File: src/rtl/sha256_msg_loader_if.sv
// Stream input and scheduler write/ack port of sha256_msg_loader.
// master is the loader side, slave is the host/scheduler side.
interface sha256_msg_loader_if;
    logic        in_valid;
    logic        in_ready;
    logic [31:0] in_data;
    logic        in_last;
    logic [1:0]  in_nbytes;
    logic [31:0] message_word_out;
    logic [3:0]  message_word_addr;
    logic        write_enable_out;
    logic        start_new_block;
    logic        block_valid;
    logic        block_final;
    logic        block_ack;

    modport master (
        input  in_valid, in_data, in_last, in_nbytes, block_ack,
        output in_ready, message_word_out, message_word_addr, write_enable_out,
               start_new_block, block_valid, block_final
    );

    modport slave (
        output in_valid, in_data, in_last, in_nbytes, block_ack,
        input  in_ready, message_word_out, message_word_addr, write_enable_out,
               start_new_block, block_valid, block_final
    );
endinterface

File: src/rtl/sha256_msg_loader.sv
// SHA-256 message loader: writes the message into the scheduler memory one 16-word block at a time.
// Define SHA256_LOADER_PAD_EN for hardware padding and length insertion; otherwise blocks arrive pre-padded.
//
// state    | meaning
// FILL     | accept input words, write each at wptr
// PAD      | write pending 0x80000000 or zero words
// LEN_HI   | write bitlen[63:32] at index 14
// LEN_LO   | write bitlen[31:0] at index 15
// WAIT_ACK | block_valid high, hold until block_ack
module sha256_msg_loader (
    input  logic                clk,
    input  logic                reset_n,
    sha256_msg_loader_if.master bus
);
    localparam logic [2:0] FILL     = 3'd0;
    localparam logic [2:0] WAIT_ACK = 3'd4;
`ifdef SHA256_LOADER_PAD_EN
    localparam logic [2:0] PAD      = 3'd1;
    localparam logic [2:0] LEN_HI   = 3'd2;
    localparam logic [2:0] LEN_LO   = 3'd3;
`endif

    logic [2:0] state;
    logic [3:0] wptr;
    logic       final_blk;
    logic       accept;

    assign accept = (state == FILL) && bus.in_ready && bus.in_valid;

`ifdef SHA256_LOADER_PAD_EN
    logic [63:0] bitlen;
    logic [2:0]  resume;
    logic        pend80;    // 0x80000000 still owed as the next pad word
    logic        overflow;  // 0x80 lands at 14/15: zero-fill this block, length goes in the next
    logic [31:0] last_word;
    logic [5:0]  add_bits;

    always_comb begin
        last_word = bus.in_data;
        case (bus.in_nbytes)
            2'd1:    last_word = {bus.in_data[31:24], 24'h80_0000};
            2'd2:    last_word = {bus.in_data[31:16], 16'h8000};
            2'd3:    last_word = {bus.in_data[31:8], 8'h80};
            default: last_word = bus.in_data;
        endcase
    end

    assign add_bits = (bus.in_last && bus.in_nbytes != 2'd0) ? {1'b0, bus.in_nbytes, 3'b000} : 6'd32;
`else
    logic unused_nbytes;
    assign unused_nbytes = ^bus.in_nbytes;
`endif

    always_ff @(posedge clk or negedge reset_n) begin
        if (!reset_n) begin
            state                 <= FILL;
            wptr                  <= 4'd0;
            final_blk             <= 1'b0;
            bus.in_ready          <= 1'b0;
            bus.message_word_out  <= 32'd0;
            bus.message_word_addr <= 4'd0;
            bus.write_enable_out  <= 1'b0;
            bus.start_new_block   <= 1'b0;
            bus.block_valid       <= 1'b0;
            bus.block_final       <= 1'b0;
`ifdef SHA256_LOADER_PAD_EN
            bitlen                <= 64'd0;
            resume                <= FILL;
            pend80                <= 1'b0;
            overflow              <= 1'b0;
`endif
        end else begin
            bus.write_enable_out  <= 1'b0;
            bus.start_new_block   <= 1'b0;
            bus.message_word_out  <= 32'd0;
            bus.message_word_addr <= 4'd0;
            case (state)
                FILL: begin
                    bus.in_ready <= 1'b1;
                    if (accept) begin
                        bus.write_enable_out  <= 1'b1;
                        bus.start_new_block   <= (wptr == 4'd0);
                        bus.message_word_addr <= wptr;
                        wptr                  <= wptr + 4'd1;
`ifdef SHA256_LOADER_PAD_EN
                        bitlen <= bitlen + {58'd0, add_bits};
                        if (bus.in_last) begin
                            bus.message_word_out <= last_word;
                            bus.in_ready         <= 1'b0;
                            pend80               <= (bus.in_nbytes == 2'd0);
                            if (wptr == 4'd15) begin
                                state     <= WAIT_ACK;
                                final_blk <= 1'b0;
                                resume    <= PAD;
                                overflow  <= 1'b0;
                            end else if (wptr == 4'd13 && bus.in_nbytes != 2'd0) begin
                                state <= LEN_HI;
                            end else begin
                                state    <= PAD;
                                overflow <= (wptr == 4'd14) || (wptr == 4'd13);
                            end
                        end else begin
                            bus.message_word_out <= bus.in_data;
                            if (wptr == 4'd15) begin
                                state        <= WAIT_ACK;
                                final_blk    <= 1'b0;
                                resume       <= FILL;
                                bus.in_ready <= 1'b0;
                            end
                        end
`else
                        bus.message_word_out <= bus.in_data;
                        if (wptr == 4'd15) begin
                            state        <= WAIT_ACK;
                            final_blk    <= bus.in_last;
                            bus.in_ready <= 1'b0;
                        end
`endif
                    end
                end
`ifdef SHA256_LOADER_PAD_EN
                PAD: begin
                    bus.write_enable_out  <= 1'b1;
                    bus.start_new_block   <= (wptr == 4'd0);
                    bus.message_word_addr <= wptr;
                    bus.message_word_out  <= pend80 ? 32'h8000_0000 : 32'd0;
                    pend80                <= 1'b0;
                    wptr                  <= wptr + 4'd1;
                    if (wptr == 4'd15) begin
                        state     <= WAIT_ACK;
                        final_blk <= 1'b0;
                        resume    <= PAD;
                        overflow  <= 1'b0;
                    end else if (!overflow && wptr == 4'd13) begin
                        state <= LEN_HI;
                    end
                end
                LEN_HI: begin
                    bus.write_enable_out  <= 1'b1;
                    bus.message_word_addr <= wptr;
                    bus.message_word_out  <= bitlen[63:32];
                    wptr                  <= wptr + 4'd1;
                    state                 <= LEN_LO;
                end
                LEN_LO: begin
                    bus.write_enable_out  <= 1'b1;
                    bus.message_word_addr <= wptr;
                    bus.message_word_out  <= bitlen[31:0];
                    wptr                  <= wptr + 4'd1;
                    state                 <= WAIT_ACK;
                    final_blk             <= 1'b1;
                end
`endif
                WAIT_ACK: begin
                    bus.in_ready <= 1'b0;
                    // valid rises one cycle after entry so it follows the index-15 write
                    if (!bus.block_valid) begin
                        bus.block_valid <= 1'b1;
                        bus.block_final <= final_blk;
                    end else if (bus.block_ack) begin
                        bus.block_valid <= 1'b0;
                        bus.block_final <= 1'b0;
                        wptr            <= 4'd0;
`ifdef SHA256_LOADER_PAD_EN
                        if (final_blk) begin
                            state        <= FILL;
                            bus.in_ready <= 1'b1;
                            bitlen       <= 64'd0;
                        end else begin
                            state        <= resume;
                            bus.in_ready <= (resume == FILL);
                        end
`else
                        state        <= FILL;
                        bus.in_ready <= 1'b1;
`endif
                    end
                end
                default: begin
                    state        <= FILL;
                    wptr         <= 4'd0;
                    bus.in_ready <= 1'b0;
                end
            endcase
        end
    end
endmodule
File: src/flat_wrapper.sv
// flat-port wrapper written by rule: the top's interface ports become plain ports
module sha256_msg_loader_flat 
  (clk, reset_n, bus_in_valid, bus_in_data, bus_in_last, bus_in_nbytes, bus_block_ack, bus_in_ready, bus_message_word_out, bus_message_word_addr, bus_write_enable_out, bus_start_new_block, bus_block_valid, bus_block_final);
  sha256_msg_loader_if bus_i ();
  input  logic clk;
  input  logic reset_n;
  input wire logic [$bits(bus_i.in_valid)-1:0] bus_in_valid;
  input wire logic [$bits(bus_i.in_data)-1:0] bus_in_data;
  input wire logic [$bits(bus_i.in_last)-1:0] bus_in_last;
  input wire logic [$bits(bus_i.in_nbytes)-1:0] bus_in_nbytes;
  input wire logic [$bits(bus_i.block_ack)-1:0] bus_block_ack;
  output wire logic [$bits(bus_i.in_ready)-1:0] bus_in_ready;
  output wire logic [$bits(bus_i.message_word_out)-1:0] bus_message_word_out;
  output wire logic [$bits(bus_i.message_word_addr)-1:0] bus_message_word_addr;
  output wire logic [$bits(bus_i.write_enable_out)-1:0] bus_write_enable_out;
  output wire logic [$bits(bus_i.start_new_block)-1:0] bus_start_new_block;
  output wire logic [$bits(bus_i.block_valid)-1:0] bus_block_valid;
  output wire logic [$bits(bus_i.block_final)-1:0] bus_block_final;
  assign bus_i.in_valid = bus_in_valid;
  assign bus_i.in_data = bus_in_data;
  assign bus_i.in_last = bus_in_last;
  assign bus_i.in_nbytes = bus_in_nbytes;
  assign bus_i.block_ack = bus_block_ack;
  assign bus_in_ready = bus_i.in_ready;
  assign bus_message_word_out = bus_i.message_word_out;
  assign bus_message_word_addr = bus_i.message_word_addr;
  assign bus_write_enable_out = bus_i.write_enable_out;
  assign bus_start_new_block = bus_i.start_new_block;
  assign bus_block_valid = bus_i.block_valid;
  assign bus_block_final = bus_i.block_final;
  sha256_msg_loader u_core (.clk(clk), .reset_n(reset_n), .bus(bus_i));
endmodule
File: config.mk
export PLATFORM = sky130hd
export DESIGN_NAME = sha256_msg_loader_flat
export DESIGN_NICKNAME = d
export VERILOG_FILES = /design/src/rtl/sha256_msg_loader_if.sv /design/src/rtl/sha256_msg_loader.sv /design/src/flat_wrapper.sv
export SDC_FILE = /design/constraint.sdc
export NUM_CORES = 1
export LEC_CHECK = 0
export BUFFER_PORTS_ARGS = -buffer_cell sky130_fd_sc_hd__clkbuf_2
export CORE_MARGIN = 3
export CORE_UTILIZATION = 28
export CTS_CLUSTER_SIZE = 12
export DETAILED_ROUTE_END_ITERATION = 10
export PLACE_DENSITY = 0.56
export SLEW_MARGIN = 15
export SYNTH_ARGS = -nofsm -noshare
export SYNTH_HDL_FRONTEND = slang
export SYNTH_SLANG_ARGS = --single-unit
File: constraint.sdc
create_clock -name clk -period 3.1 [get_ports clk]
set_input_delay 0.465 -clock clk [delete_from_list [all_inputs] [get_ports clk]]
set_output_delay 0.465 -clock clk [all_outputs]
set_load 0.01 [all_outputs]
# Word-level counts from Yosys, hierarchy flattened
# Cells that the tools add are included.
# totals
ff_bits,49
latchBits,0
ramBits,0
romBits,0
in_bits,39
out_inout_bits,41
elab_cells,52
memories,0
# classes
add_sub_neg,1
n_mul,0
div,0
n_lt_le_gt_ge,0
eq_ne,7
shifts,0
n_mux,26
bitwise,0
reduce_logical,8
# op_table
op,n
32-bit 2-to-1 mux,2
4-bit 2-to-1 mux,5
1-bit 2-to-1 mux,12
3-bit 2-to-1 mux,4
4-bit case mux with 2 select lines,1
2-bit inequality test (second input constant),3
3-bit case mux with 2 select lines,1
3-bit AND reduction,2
4-bit by 1-bit adder with 4-bit output (second input constant),1
4-bit == test (second input constant),1
4-bit zero test,1
2-bit by 1-bit inequality test with 1-bit output (second input constant),2
4-bit AND reduction,1
3-bit == test (second input constant),1
3-bit zero test,1
1-bit logical AND,2
1-bit case mux with 2 select lines,1
2-bit AND reduction,1

# Logic depth before layout (Yosys ltp)
# Gate-level depths: netlist of run 1.
# logic_depth
depth_word,5
depth_mapped,4
ltp_nobuf,4

# Worst setup path after synthesis of run 1
# Ideal clock, no wire load.
# synth_path
path_type,reg2reg
from,register u_core.state[2]
to,register u_core.final_blk
setup_time_ns,0.125
t_arrival_ns,1.262
t_required_ns,2.975
path_slack_ns,1.713
stages_incl_launch_ff,5
path_buffers,1
cell_sequence,dfrtp_1 -> and3b_1 -> buf_6 -> and4_4 -> mux2_4
# synth_via
elab_chain_cells,4
# synth_rtl
element,line_no,source
from (decl),sha256_msg_loader.sv:23,logic [2:0] state;
from (signal assigned),sha256_msg_loader.sv:56,state <= FILL;
from (signal assigned),sha256_msg_loader.sv:114,state <= WAIT_ACK;
from (signal assigned),sha256_msg_loader.sv:174,state <= FILL;
3-bit zero test (*),"sha256_msg_loader.sv:28, sha256_msg_loader.sv:77",
1-bit logical AND (2 in a row),sha256_msg_loader.sv:28,assign accept = (state == FILL) && bus.in_ready && bus.in_valid;
3-bit AND reduction (no source line) (*),-,
to (signal assigned),sha256_msg_loader.sv:115,final_blk <= bus.in_last;
to (decl),sha256_msg_loader.sv:25,logic final_blk;
# Mark *: on every way between the ends. The rest lies on a longest branch, timed or not.
# A chain may end at the register's enable or synchronous reset.

# Final worst setup path of run 1
# layout_path
from,register u_core.state[2]
to,register u_core.wptr[0]
# layout_via
elab_chain_cells,5
word_cells_on_any_way,9
classes_between,eq/ne (4); mux (1); reduce/logical (4)
# layout_rtl
element,line_no,source
3-bit zero test,"sha256_msg_loader.sv:28, sha256_msg_loader.sv:77",
1-bit logical AND (2 in a row),sha256_msg_loader.sv:28,
2-bit by 1-bit inequality test with 1-bit output (no source line),-,
3-bit AND reduction (no source line),-,
to (signal assigned),sha256_msg_loader.sv:84,wptr <= wptr + 4'd1;
to (decl),sha256_msg_loader.sv:24,logic [3:0] wptr;
# Parallel ways exist; a longest one is shown, timed or not.

==> impl_summary.log, run 1 <==
INFO  metric layout_worst_path_cycle_share = around 60%
INFO  metric max-slew-margin-rel = between 40 and 50%
INFO  metric post_drt_via_cell_ratio = 4.00
INFO  metric core.rowCount = 27
INFO  metric sequential_cell_area_in_the_final_layout = roughly 1200 um^2
INFO  metric cts_tree = done
INFO  metric max_cap_viol_count = 0
INFO  metric globalRouteOverflowTotal = 0
INFO  metric post_cts_resize_count = 0
INFO  metric post_synthesis_cell_type_with_the_largest_combined_area = sky130_fd_sc_hd__dfrtp_1
INFO  metric clock-root-buffer = sky130_fd_sc_hd__clkbuf_8
INFO  metric hold_ws = 0.256 ns
INFO  metric maxClockFrequency = 0.539 GHz
INFO  metric final.setup.worst_slack = 1.24 ns
INFO  metric final_layout_size_suffix_gt1_share = approximately 46%
INFO  metric crit_path_end_kind = flop
INFO  metric rsz_0062_raised_after_global_routing = no
INFO  metric cts_max_path_buffers = 2
INFO  metric synth_largest_type_area_fraction = 72.4%
INFO  metric final.fill_count = ~560
INFO  metric report.final.slew_viol_count = 0
INFO  metric fp.coreArea = approximately 5600 um^2
INFO  metric tritoncts_sink_count = 47
INFO  metric worstHoldPathType = in -> async
INFO  metric max-vdd-ir-drop = 0.310 mV
INFO  metric first_pass_grt_wire_length = ~5300 um
INFO  metric finalSetupTns = 0 ns
INFO  metric synth_enable_flop_cells = 0
INFO  metric timing.critical_path.required = 3.29 ns
INFO  metric drt-total-wl = 3260 um
INFO  metric cts.reportedPaths.clkPinSlew = 0.09 ns
INFO  metric hold_viol = 0
INFO  metric synth.ff_latch_count = 47
INFO  metric area_growth_from_synthesis_to_layout = 34.4%
INFO  metric gp_congestion = 0.701
INFO  metric final_common_cell = sky130_fd_sc_hd__clkbuf_2
INFO  metric synth_cells = 115
INFO  metric drt_pre_antenna_iters = 3
INFO  metric cts_htree_levels = 2
INFO  metric clkLatencyLatePin = 0.29 ns
INFO  metric top_library_cells_by_usage_in_the_layout_fill_and_taps_aside = 77 x sky130_fd_sc_hd__clkbuf_2, 47 x sky130_fd_sc_hd__dfrtp_1, 36 x sky130_fd_sc_hd__and2_1
INFO  metric post_synth.cell_area_avg = 14.1 um^2
INFO  metric post_synth_num_cell_types = 25
INFO  metric synth.area.top_cells = sky130_fd_sc_hd__dfrtp_1 72%, sky130_fd_sc_hd__and2_1 14%, sky130_fd_sc_hd__ha_1 1.5%
INFO  metric die_area = 6760 um^2
INFO  metric start_util = 29.2%
INFO  metric ios = 80
INFO  metric drt-wirelength-per-cell = 12.1 um
INFO  metric setup_viol = 0
INFO  metric mappedNetlistNets = 156
INFO  metric worst_setup_path_start_kind = flop
INFO  metric outcome = finished clean
INFO  metric grt_antenna_before_repair = 0
INFO  metric first_iter_violations = 10
INFO  metric drc = 0
INFO  metric pwr_density_cell = 739 nW/um^2
INFO  metric tritoncts.num_buffers = 5
INFO  metric clock_skew = 0.00980 ns
INFO  metric cp.arrival = 2.04 ns
INFO  metric dominantRegCellSynth = sky130_fd_sc_hd__dfrtp_1
INFO  metric fin_nets = 237
INFO  metric place_worst_setup_slack = 1.15 ns
INFO  metric io_buffer_count = 77
INFO  metric antenna_cells_inserted = 0
INFO  metric vias = roughly 1100
INFO  metric post_synthesis_cell_area = 1630 um^2
INFO  metric grt_pass1_vias = 1073
INFO  metric area_used_by_multi_input_combinational_logic = 412 um^2
INFO  metric final_antenna_net_count = 0
INFO  metric holdBufCountCts = 0
INFO  metric crit_fanout = 31
INFO  metric async_reset_ff_share = 100%
INFO  metric grt_max_degree = 34
INFO  metric overall_routing_resource_usage = 10.4%
INFO  metric worstSetupPathType = reg -> reg
INFO  metric die_x = 82.2 um
INFO  metric dp_hpwl = 2440 um
INFO  metric die_h = 82.2 um
INFO  metric power.static_leakage = 1.19 nW
INFO  metric yosysSeqAreaShare = just over 70%
INFO  metric totalPowerFinal = 1.61 mW
INFO  metric fin_crit = 1.86 ns
INFO  metric worstMarginPinSlew = 0.831 ns
INFO  metric cts_post_setup_buffers_inserted = 0
INFO  metric yosysWarnings = 0
flip-flops by register name, indices dropped and copies added (netlist names):
signal / flops
u_core.bus.in_ready: 1
u_core.final_blk: 1
u_core.bus.block_final: 1
u_core.bus.block_valid: 1
u_core.bus.message_word_out: 32
u_core.bus.message_word_addr: 4
u_core.bus.write_enable_out: 1
u_core.wptr: 4
u_core.bus.start_new_block: 1
u_core.state: 1
worst max-delay path, stage by stage (launching register included):
cell and delay [ns]:
sky130_fd_sc_hd__dfrtp_1 0.46, sky130_fd_sc_hd__and3b_1 0.47, sky130_fd_sc_hd__buf_4 0.33, sky130_fd_sc_hd__and2b_1 0.23, sky130_fd_sc_hd__mux2_2 0.25
metrics by stage:
step / std cells / cell area (um^2) / util (%)
CTS: 269 / 2180 / 39.2
finish: 269 / 2180 / 39.2
global route: 269 / 2180 / 39.2
global placement: 261 / 2090 / 37.5
detailed placement: 261 / 2090 / 37.5
floorplan: 115 / 1630 / -
logic make-up after synthesis:
group                      count (synthesis)  share of synthesized area, %
buffers and inverters                      8                          2.31
muxes                                      3                          2.23
DFF                                       47                          72.4
AOI/OAI and AO/OA                          8                          3.54
and+or+nand+nor                           47                          18.0
adders and majority gates                  2                          1.54
final timing paths:
kind	startpoint	end	slack (ns)	cells past startpoint
setup / recovery	u_core.state[2]	u_core.wptr[0]	1.24	4
hold / removal	reset_n	u_core.bus.message_word_out[29]	0.26	1
setup reg to reg	u_core.state[2]	u_core.wptr[0]	1.24	4
hold reg to reg	u_core.bus.block_final	u_core.bus.block_final	0.50	1
max in group asynchronous	reset_n	u_core.bus.message_word_out[5]	2.13	2
min in group clk	bus_in_data[30]	u_core.bus.message_word_out[30]	0.37	2
routing by layer:
layer	vias to the layer above	wire [um]	track usage (%)
met3	0	170	3.58
met4	0	0	3.49
li1	524	-	-
met5	-	0	0
met2	28	1790	18.1
met1	524	1300	11.8
layout make-up:
| cell class | count | area share (%) |
|---|---|---|
| multi-input combinational | 60 | 18.8 |
| inverter | 3 | 0.515 |
| sequential | 47 | 53.8 |
| clock buffer | 7 | 3.95 |
| timing repair buffer | 79 | 18.3 |
| clock inverter | 1 | 0.401 |
| tap | 72 | 4.12 |
synth_stat cells, types with 2 or more instances:
cell and n:
sky130_fd_sc_hd__dfrtp_1 47, sky130_fd_sc_hd__and2_1 36, sky130_fd_sc_hd__clkbuf_1 4, sky130_fd_sc_hd__inv_1 3
sky130_fd_sc_hd__ha_1 2, sky130_fd_sc_hd__nand3_1 2, sky130_fd_sc_hd__nor2_1 2, sky130_fd_sc_hd__o21ai_0 2
power breakdown:
part	internal [mW]	leakage [nW]	switching [mW]
Clock	0.183	0.0484	0.195
Sequential	0.752	0.603	0.0807
Combinational	0.198	0.535	0.206
Note: power is estimated with default switching activity, not from simulation.
==> run 2: changes to the inputs <==
Settings changed: PLACE_DENSITY 0.56 to 0.58.
Clock period 3.1 ns to 1.52 ns, I/O delays scaled along.
==> run 2 against run 1 <==
Effect of this change:
- clock skew about the same
- sequential power up 100%
- die area unchanged
- via count up 4.0%
- routed wire length up 2.1%
- worst setup slack worse by 1.1 ns
- first-iteration DRC count rose to 4.8 times the previous value
- final area up 1.8%
- combinational power up 120%
- global-route usage up 0.29 points
- flip-flop and latch count unchanged
- clock power up 96%
- largest power group unchanged
==> impl_summary.log, run 2 (synthesis results as in run 1) <==
INFO  metric outcome = finished clean
INFO  metric drt-total-wl = 3330 um (+2.1%)
INFO  metric max-vdd-ir-drop = 0.481 mV (+55%)
INFO  metric crit_fanout = 5 (-84%)
INFO  metric cts_max_path_buffers = 2 (unchanged)
INFO  metric power.static_leakage = 1.20 nW (+1.5%)
INFO  metric final_antenna_net_count = 0 (unchanged)
INFO  metric vias = 1119 (+4.0%)
INFO  metric final_layout_size_suffix_gt1_share = 46.3% (+0.58 points)
INFO  metric top_library_cells_by_usage_in_the_layout_fill_and_taps_aside = 77 x sky130_fd_sc_hd__clkbuf_2, 47 x sky130_fd_sc_hd__dfrtp_1, 36 x sky130_fd_sc_hd__and2_1
INFO  metric largest-register = u_core.bus.message_word_out
INFO  metric first_iter_violations = 48 (+38)
INFO  metric cts_htree_levels = 2 (unchanged)
INFO  metric io_buffer_count = 77 (unchanged)
INFO  metric share_comb_of_total_power = 26.4% (+1.4 points)
INFO  metric timing.critical_path.required = 1.70 ns (-1.59 ns)
INFO  metric dp_hpwl = 2520 um (+3.3%)
INFO  metric die_x = 82.2 um (unchanged)
INFO  metric rsz_0062_raised_after_global_routing = no
INFO  metric report.final.slew_viol_count = 0 (unchanged)
INFO  metric layout_worst_path_cycle_share = 88.7% (+29 points)
INFO  metric die_area = 6760 um^2 (unchanged)
INFO  metric worstSetupPathType = reg -> reg
INFO  metric final.fill_count = 549 (-2.1%)
INFO  metric setup_viol = 0 (unchanged)
INFO  metric ios = 80 (unchanged)
INFO  metric sequential_cell_area_in_the_final_layout = 1180 um^2 (unchanged)
INFO  metric pwr_density_cell = 1490 nW/um^2 (+100%)
INFO  metric grt_pass1_vias = 1150 (+7.2%)
INFO  metric clock_power_share = 22.4% (-1.0 points)
INFO  metric antenna_cells_inserted = 0 (unchanged)
INFO  metric clock_skew = 0.0101 ns (+0.000312 ns)
INFO  metric core.rowCount = 27 (unchanged)
INFO  metric crit_path_end_kind = flop
INFO  metric fp.coreArea = 5570 um^2 (unchanged)
INFO  metric gp_congestion = 0.732 (+4.4%)
INFO  metric worst_setup_path_start_kind = flop
INFO  metric finalSetupTns = 0 ns (unchanged)
INFO  metric drc = 0 (unchanged)
INFO  metric power.switching = 1.01 mW (+110%)
INFO  metric area_growth_from_synthesis_to_layout = 36.8%
INFO  metric globalRouteOverflowTotal = 0 (unchanged)
INFO  metric drt-wirelength-per-cell = 12.2 um (+0.62%)
INFO  metric reg_top3 = u_core.bus.message_word_out (32), u_core.bus.message_word_addr (4), u_core.wptr (4)
INFO  metric clkLatencyLatePin = 0.29 ns (about the same)
INFO  metric drt_pre_antenna_iters = 2 (-1)
INFO  metric final_common_cell = sky130_fd_sc_hd__clkbuf_2
INFO  metric hold_viol = 0 (unchanged)
INFO  metric tritoncts.num_buffers = 5 (unchanged)
INFO  metric holdBufCountCts = 1 (+1)
INFO  metric area_used_by_multi_input_combinational_logic = 412 um^2 (unchanged)
INFO  metric cts_post_setup_buffers_inserted = 0 (unchanged)
INFO  metric cts_tree = done
INFO  metric maxClockFrequency = 0.742 GHz (+38%)
INFO  metric worstMarginPinSlew = 0.317 ns (-0.513 ns)
INFO  metric first_pass_grt_wire_length = 5430 um (+2.7%)
INFO  metric power_report.internal_total = 2.30 mW (+100%)
INFO  metric fin_nets = 241 (+1.7%)
INFO  metric grt_max_degree = 37 (+8.8%)
INFO  metric post_drt_via_cell_ratio = 4.10 (+2.5%)
INFO  metric largest_register_ffs = 32 (unchanged)
INFO  metric switching_share = 30.4% (+0.59 points)
INFO  metric grt_antenna_before_repair = 0 (unchanged)
INFO  metric max_cap_viol_count = 0 (unchanged)
INFO  metric cts.reportedPaths.clkPinSlew = 0.09 ns (about the same)
INFO  metric final.setup.worst_slack = 0.172 ns (-1.07 ns)
INFO  metric fin_crit = 1.35 ns (-0.508 ns)
INFO  metric die_h = 82.2 um (unchanged)
INFO  metric place_worst_setup_slack = 0.170 ns (-0.983 ns)
INFO  metric cp.arrival = 1.53 ns (-0.51 ns)
INFO  metric max-slew-margin-rel = 78.6% (+34 points)
INFO  metric post_cts_resize_count = 0 (unchanged)
INFO  metric start_util = 29.2% (unchanged)
INFO  metric tritoncts_sink_count = 47 (unchanged)
INFO  metric clock-root-buffer = sky130_fd_sc_hd__clkbuf_8
INFO  metric worstHoldPathType = in -> reg
INFO  metric overall_routing_resource_usage = 10.7% (+0.29 points)
INFO  metric seqPwrFrac = 51.2% (-0.4 points)
run 2: metal layers:
layer  global-route usage [%]  part of all wire [%]  wire length (um)  up-vias
met5                        0                     0                 0        -
met4                     2.99                  0.78                26        0
met3                     3.90                   6.2               207        4
met2                     18.3                    53              1750       33
met1                     12.5                    40              1340      548
li1                         -                     -                 -      534
run 2: final timing paths:
check / slack [ns] / endpoint / start / depth (start not counted)
max in group asynchronous: 0.67 / u_core.bus.message_word_out[15] / reset_n / 3
worst min register to register: 0.52 / u_core.final_blk / u_core.final_blk / 1
worst max register to register: 0.17 / u_core.final_blk / u_core.state[2] / 3
worst min-delay path: 0.13 / u_core.bus.message_word_out[26] / bus_in_data[26] / 2
min in group asynchronous: 0.36 / u_core.bus.message_word_out[24] / reset_n / 2
worst max-delay path: 0.17 / u_core.final_blk / u_core.state[2] / 3
run 2: power by group through the flow:
stage / clock [mW] / combinational [mW] / sequential [mW]
2_1_floorplan: 0 / 0.377 / 1.81
3_3_place_gp: 0 / 0.876 / 1.71
3_5_place_dp: 0 / 0.896 / 1.73
4_1_cts: 0.784 / 0.900 / 1.70
5_1_grt: 0.832 / 0.992 / 1.74
6_report: 0.739 / 0.873 / 1.69
run 2: through the flow:
stage          power, mW  cell area (um^2)  instances  hold WS (ns)  util [%]
3_5_place_dp        2.62              2120        264         0.138      38.1
5_1_grt             3.56              2220        273         0.112      39.9
6_report            3.30              2220        273         0.129      39.9
2_1_floorplan       2.19              1630        115       -0.0676         -
3_3_place_gp        2.59              2120        264         0.137      38.1
4_1_cts             3.38              2220        273         0.119      39.9
run 2: cell type report:
| class | count | share of cell area (%) |
|---|---|---|
| flip-flops and latches | 47 | 52.9 |
| repair buffers | 83 | 20.0 |
| multi-input cells | 60 | 18.5 |
| well taps | 72 | 4.05 |
| clock buffers | 6 | 3.26 |
| clock inverters | 2 | 0.732 |
| inverters | 3 | 0.506 |
run 2: critical path, cell delays in order, from the launching register on:
cell	delay [ns]
sky130_fd_sc_hd__dfrtp_1	0.38
sky130_fd_sc_hd__and3b_1	0.29
sky130_fd_sc_hd__and4_4	0.27
sky130_fd_sc_hd__mux2_4	0.30
